[config.mk]
export PLATFORM = sky130hd
export DESIGN_NAME = seg7_scan_ctrl
export DESIGN_NICKNAME = d
export VERILOG_FILES = /design/src/rtl/seg7_scan_ctrl.sv
export SDC_FILE = /design/constraint.sdc
export NUM_CORES = 1
export LEC_CHECK = 0
export ABC_AREA = 0
export CAP_MARGIN = 20
export CORE_MARGIN = 4
export CORE_UTILIZATION = 58
export CTS_BUF_LIST = sky130_fd_sc_hd__clkbuf_16
export CTS_CLUSTER_DIAMETER = 100
export DETAILED_ROUTE_END_ITERATION = 6
export GPL_TIMING_DRIVEN = 0
export PLACE_DENSITY = 0.83
export REMOVE_ABC_BUFFERS = 1
export SKIP_LAST_GASP = 1
export SYNTH_ARGS = -nofsm -noshare
export SYNTH_HDL_FRONTEND = slang
export SYNTH_SLANG_ARGS = --single-unit
[constraint.sdc]
create_clock -name Clk -period 5.55 [get_ports Clk]
set_clock_uncertainty 0.2 [all_clocks]
set_input_delay 0.555 -clock Clk [delete_from_list [all_inputs] [get_ports Clk]]
set_output_delay 0.555 -clock Clk [all_outputs]
set_load 0.005 [all_outputs]
[src/rtl/seg7_scan_ctrl.sv]
// seg7_scan_ctrl: multiplexed 7-segment scanner with frame-synchronous capture, LZ suppression, PWM and ghost blanking
module seg7_scan_ctrl #(
  parameter int DIGITS = 8,
  parameter int SCAN_DIV = 50000,
  parameter int BLANK = 2,
  parameter int BRIGHT_W = 4,
  parameter int SEL_ACTIVE_LOW = 1,
  parameter int SEG_ACTIVE_LOW = 1
) (
  input  logic                  Clk,
  input  logic                  Reset_N,
  input  logic [4*DIGITS-1:0]   Disp_Data,
  input  logic [DIGITS-1:0]     Dp_En,
  input  logic [DIGITS-1:0]     Digit_En,
  input  logic                  Lz_Supp,
  input  logic [BRIGHT_W-1:0]   Brightness,
  output logic [DIGITS-1:0]     Sel,
  output logic [7:0]            DisPlay,
  output logic                  Frame_Start
);
  localparam int CW = $clog2(SCAN_DIV);
  localparam int IW = $clog2(DIGITS);
  localparam logic [DIGITS-1:0] SEL_OFF = SEL_ACTIVE_LOW != 0 ? '1 : '0;
  localparam logic [7:0] SEG_OFF = SEG_ACTIVE_LOW != 0 ? 8'hFF : 8'h00;
  localparam logic [16*7-1:0] FONT = {7'h71, 7'h79, 7'h5E, 7'h39, 7'h7C, 7'h77, 7'h6F, 7'h7F,
                                      7'h07, 7'h7D, 7'h6D, 7'h66, 7'h4F, 7'h5B, 7'h06, 7'h3F};
  logic [CW-1:0] cnt;
  logic [IW-1:0] idx;
  logic [BRIGHT_W-1:0] pwm, sh_br;
  logic [4*DIGITS-1:0] sh_data;
  logic [DIGITS-1:0] sh_dp, sh_en, lz, oh;
  logic sh_lz, loaded, run, on, slot_end, frame_end;
  logic [3:0] nib;
  logic [7:0] seg;
  assign slot_end = cnt == CW'(SCAN_DIV - 1);
  assign frame_end = slot_end && idx == IW'(DIGITS - 1);
  // run stays high while every nibble from the top down to digit i is zero
  always_comb begin
    lz = '0;
    run = 1'b1;
    for (int i = DIGITS - 1; i > 0; i--) begin
      run = run && sh_data[4*i +: 4] == 4'h0;
      lz[i] = run && sh_lz;
    end
    nib = sh_data[{idx, 2'b00} +: 4];
    seg = {sh_dp[idx], lz[idx] ? 7'h00 : FONT[7*nib +: 7]};
    on = cnt >= CW'(BLANK) && sh_en[idx] && (&sh_br || pwm < sh_br);
    oh = on ? DIGITS'(1) << idx : '0;
  end
  // the first edge after reset only captures inputs; scanning starts on the next one
  always_ff @(posedge Clk or negedge Reset_N)
    if (!Reset_N) begin
      cnt <= '0;
      idx <= '0;
      pwm <= '0;
      sh_data <= '0;
      sh_dp <= '0;
      sh_en <= '0;
      sh_lz <= 1'b0;
      sh_br <= '0;
      loaded <= 1'b0;
      Sel <= SEL_OFF;
      DisPlay <= SEG_OFF;
      Frame_Start <= 1'b0;
    end else begin
      pwm <= pwm + 1'b1;
      loaded <= 1'b1;
      if (!loaded || frame_end) begin
        sh_data <= Disp_Data;
        sh_dp <= Dp_En;
        sh_en <= Digit_En;
        sh_lz <= Lz_Supp;
        sh_br <= Brightness;
      end
      if (loaded) begin
        cnt <= slot_end ? '0 : cnt + 1'b1;
        if (slot_end) idx <= frame_end ? '0 : idx + 1'b1;
        Sel <= SEL_ACTIVE_LOW != 0 ? ~oh : oh;
        DisPlay <= SEG_ACTIVE_LOW != 0 ? ~seg : seg;
        Frame_Start <= cnt == '0 && idx == '0;
      end
    end
endmodule

==> qor.txt <==
Post-CTS clock slew at the launch and capture registers of the worst setup and hold paths: 60 ps
Worst-path fanout max: 17
Final sum of negative setup slack: 0 ps
Wire per inst: 17.5 microns
Remaining number of nets flagged by the antenna check after routing: 0
Seq. cell area: 0.00237 sq mm
Minimum setup slack in the final design: 2270 ps
Antenna violations before repair: 0
Number of antenna repair diodes: 0
DRC Markers: 0
Pre-Repair DR Iteration Count: 4
H-tree depth: 3
Most used flip-flop cell after synthesis: sky130_fd_sc_hd__dfrtp_1
Proportion of netlist area held by the largest area contributor: 42.6%
Worst path bufs/invs: 0
DP Wirelength: 6670 microns
Setup repair after global routing missed its margin: false
Dominant combinational cell family by area after synthesis: multiplexers
Initial core utilization: 59.5%
Critical path capture point type: flip-flop
Last weighted congestion value of the routability-driven placer: 0.869
# Max-Cap Violations: 0
Portion of the clock cycle consumed by the worst path in the final layout: 59.1%
Die H: 96.8 microns
EDFF count, synth: 0
Number of endpoints failing setup at the final stage: 0
Number of vias per cell after detailed routing: 5.74
Leakage: 2.44 nW
Max Root-Sink Buffers: 2
Arrival time worst endpoint: 3330 ps
Clock tree from TritonCTS: built
Final-report hold violation count: 0
Required time of the worst setup path: 5610 ps
Share of post-route cells with drive strength above 1: 23.5%
Site Rows: 32
IO Pins: 72
Total GRT Usage: 21.1%
Area grow syn2layout: 24.8%
Floorplan Core Area: 0.00769 sq mm
Synth area leader: sky130_fd_sc_hd__dfrtp_1
Startpoint types: flip-flop
Seq cells post-synth: 94
Final wirelength: 9450 microns
Number of distinct standard cells referenced by the synthesized netlist: 40
Most frequent cell after synthesis: sky130_fd_sc_hd__dfrtp_1
Transition time of the tightest slew-check pin: 901 ps
Final-stage net count: 508
Post-synthesis instance area: 0.00458 sq mm
Post-synthesis share of cell area spent on xor and xnor gates: 2.49%
Clock buffers created by TritonCTS: 9
Worst setup path startpoint: idx[0]
Cells taking the most area after synthesis: sky130_fd_sc_hd__dfrtp_1, sky130_fd_sc_hd__mux2_2, sky130_fd_sc_hd__dfstp_2
Critical path cell sequence: mux4_2, mux2i_1, nor2_1, or3_1, a31oi_1
Vias after detailed routing: 3105
Worst hold path type: flip-flop to flip-flop
Worst relative slew slack: 38.2%
Final Max Tran Viols: 0
Grt total ovfl: 0
Compound-cell area share of the yosys netlist: 6.15%
Pin count of the biggest net entering global routing: 66
Number of warnings printed during yosys synthesis: 0
Delay of the slowest cell on the worst path: 950 ps
Max rail drop VDD: 235 uV
Max frequency: 305 MHz
First-pass GRT wire length: 16100 microns
Tmin final: 3280 ps
Buffers added on ports: 71
Pwr dens: 301 mW/mm^2
Area occupied by multi-input gates: 0.00208 sq mm
Latest clock arrival within the worst-skew pair: 340 ps
Final-layout fill cell count: 505
Number of clock sinks: 94
Simple-gate share of the synthesized area: 9.19%
Drt initial violations: 160
Setup WS pre-CTS: 2240 ps
Post-Synth Adder-Cell Area: 5.19%
Chip Width: 96.8 microns
Critical Path Slowest Stage Cell: sky130_fd_sc_hd__dfrtp_1
Startpoint of the worst hold path: pwm[0]
RR Startpoint: idx[0]
Proportion of synthesized area in mux cells: 22.1%
Ys async rst share: 100%
Kind of cell adding the most delay to the critical path: multiplexers
Number of instances in the synthesized netlist: 365
Sequential fraction of the synthesis area: 51.8%
Leading post-synthesis cells by instance count: sky130_fd_sc_hd__dfrtp_1, sky130_fd_sc_hd__mux2_2, sky130_fd_sc_hd__nor2_1
Mean area per synthesized cell: 12.5 sq um
Category of the critical setup timing path: flip-flop to flip-flop
Die area: 0.00938 sq mm
Vias in the first global route: 3214
Outcome: complete, no violations
Cell at the root of the clock tree: sky130_fd_sc_hd__clkbuf_16
-- flip-flops by register name, indices dropped and copies added (netlist names) --
signal / flops
sh_br: 4
idx: 3
loaded: 1
sh_en: 8
sh_data: 32
DisPlay: 8
Sel: 8
cnt: 16
Frame_Start: 1
sh_dp: 8
pwm: 4
sh_lz: 1
-- cells by family (layout without fill, tap and decap cells) --
family,after synthesis,count (layout)
flip-flops,94,94
XOR/XNOR,13,13
AND/OR/NAND/NOR,85,85
adder cells (fa/ha/maj),19,19
AO/OA/AOI/OAI,44,44
buffers and inverters,31,105
other,1,1
multiplexers,78,78
-- placed cells by master (no fill, tap or decap), drive strengths merged, types with 11 or more instances in the layout --
master,instances
a21oi,15
clkdlybuf4s50,70
dfrtp,78
dfstp,16
ha,19
inv,16
mux2,55
mux2i,11
mux4,12
nand2,16
nor2,27
-- per-layer routing --
| layer | wire [microns] | global-route usage, % | up-vias |
|---|---|---|---|
| li1 | - | - | 1442 |
| met1 | 4010 | 27.5 | 1567 |
| met2 | 4810 | 36.3 | 85 |
| met3 | 506 | 3.75 | 11 |
| met4 | 119 | 6.16 | 0 |
| met5 | 0 | 0 | - |
-- power breakdown --
group          leakage [nW]  switching [mW]  internal [mW]  total [mW]
logic                  1.17           0.104          0.147       0.252
clock network         0.150           0.254          0.392       0.647
registers              1.12          0.0602          0.760       0.820
-- metrics by stage --
| step | cells | util (%) | power, mW | hold slack (ps) | area [sq um] |
|---|---|---|---|---|---|
| CTS | 541 | 74.3 | 1.73 | 273 | 5710 |
| global placement | 522 | 69.4 | 1.06 | 259 | 5340 |
| floorplan | 349 | - | 0.956 | 59.4 | 4500 |
| global route | 541 | 74.3 | 1.79 | 309 | 5710 |
| detailed placement | 524 | 70.1 | 1.08 | 268 | 5390 |
| finish | 541 | 74.3 | 1.72 | 268 | 5710 |
-- cell type report --
class / instances / area share (%)
Tap cell: 102 / 2.23
Clock inverter: 7 / 1.60
Multi-Input combinational cell: 240 / 36.3
Sequential cell: 94 / 41.5
Clock buffer: 9 / 3.94
Timing Repair Buffer: 74 / 13.4
Inverter: 15 / 0.985
-- worst paths after layout --
check	slack, ps	depth (start not counted)	endpoint
max	2270	5	DisPlay[0]
min	270	1	pwm[0]
max reg2reg	2270	5	DisPlay[0]
min reg2reg	270	1	pwm[0]
max in group asynchronous	3970	3	Sel[2]
min in group asynchronous	490	2	cnt[13]
-- timing repair --
| action | in CTS | in global routing |
|---|---|---|
| setup buffers | 0 | 0 |
| hold endpoints to repair | 22 | 0 |
| hold buffers | 1 | 0 |
| resized for setup | 0 | 0 |
No activity file was read; power rests on OpenSTA's default activity.
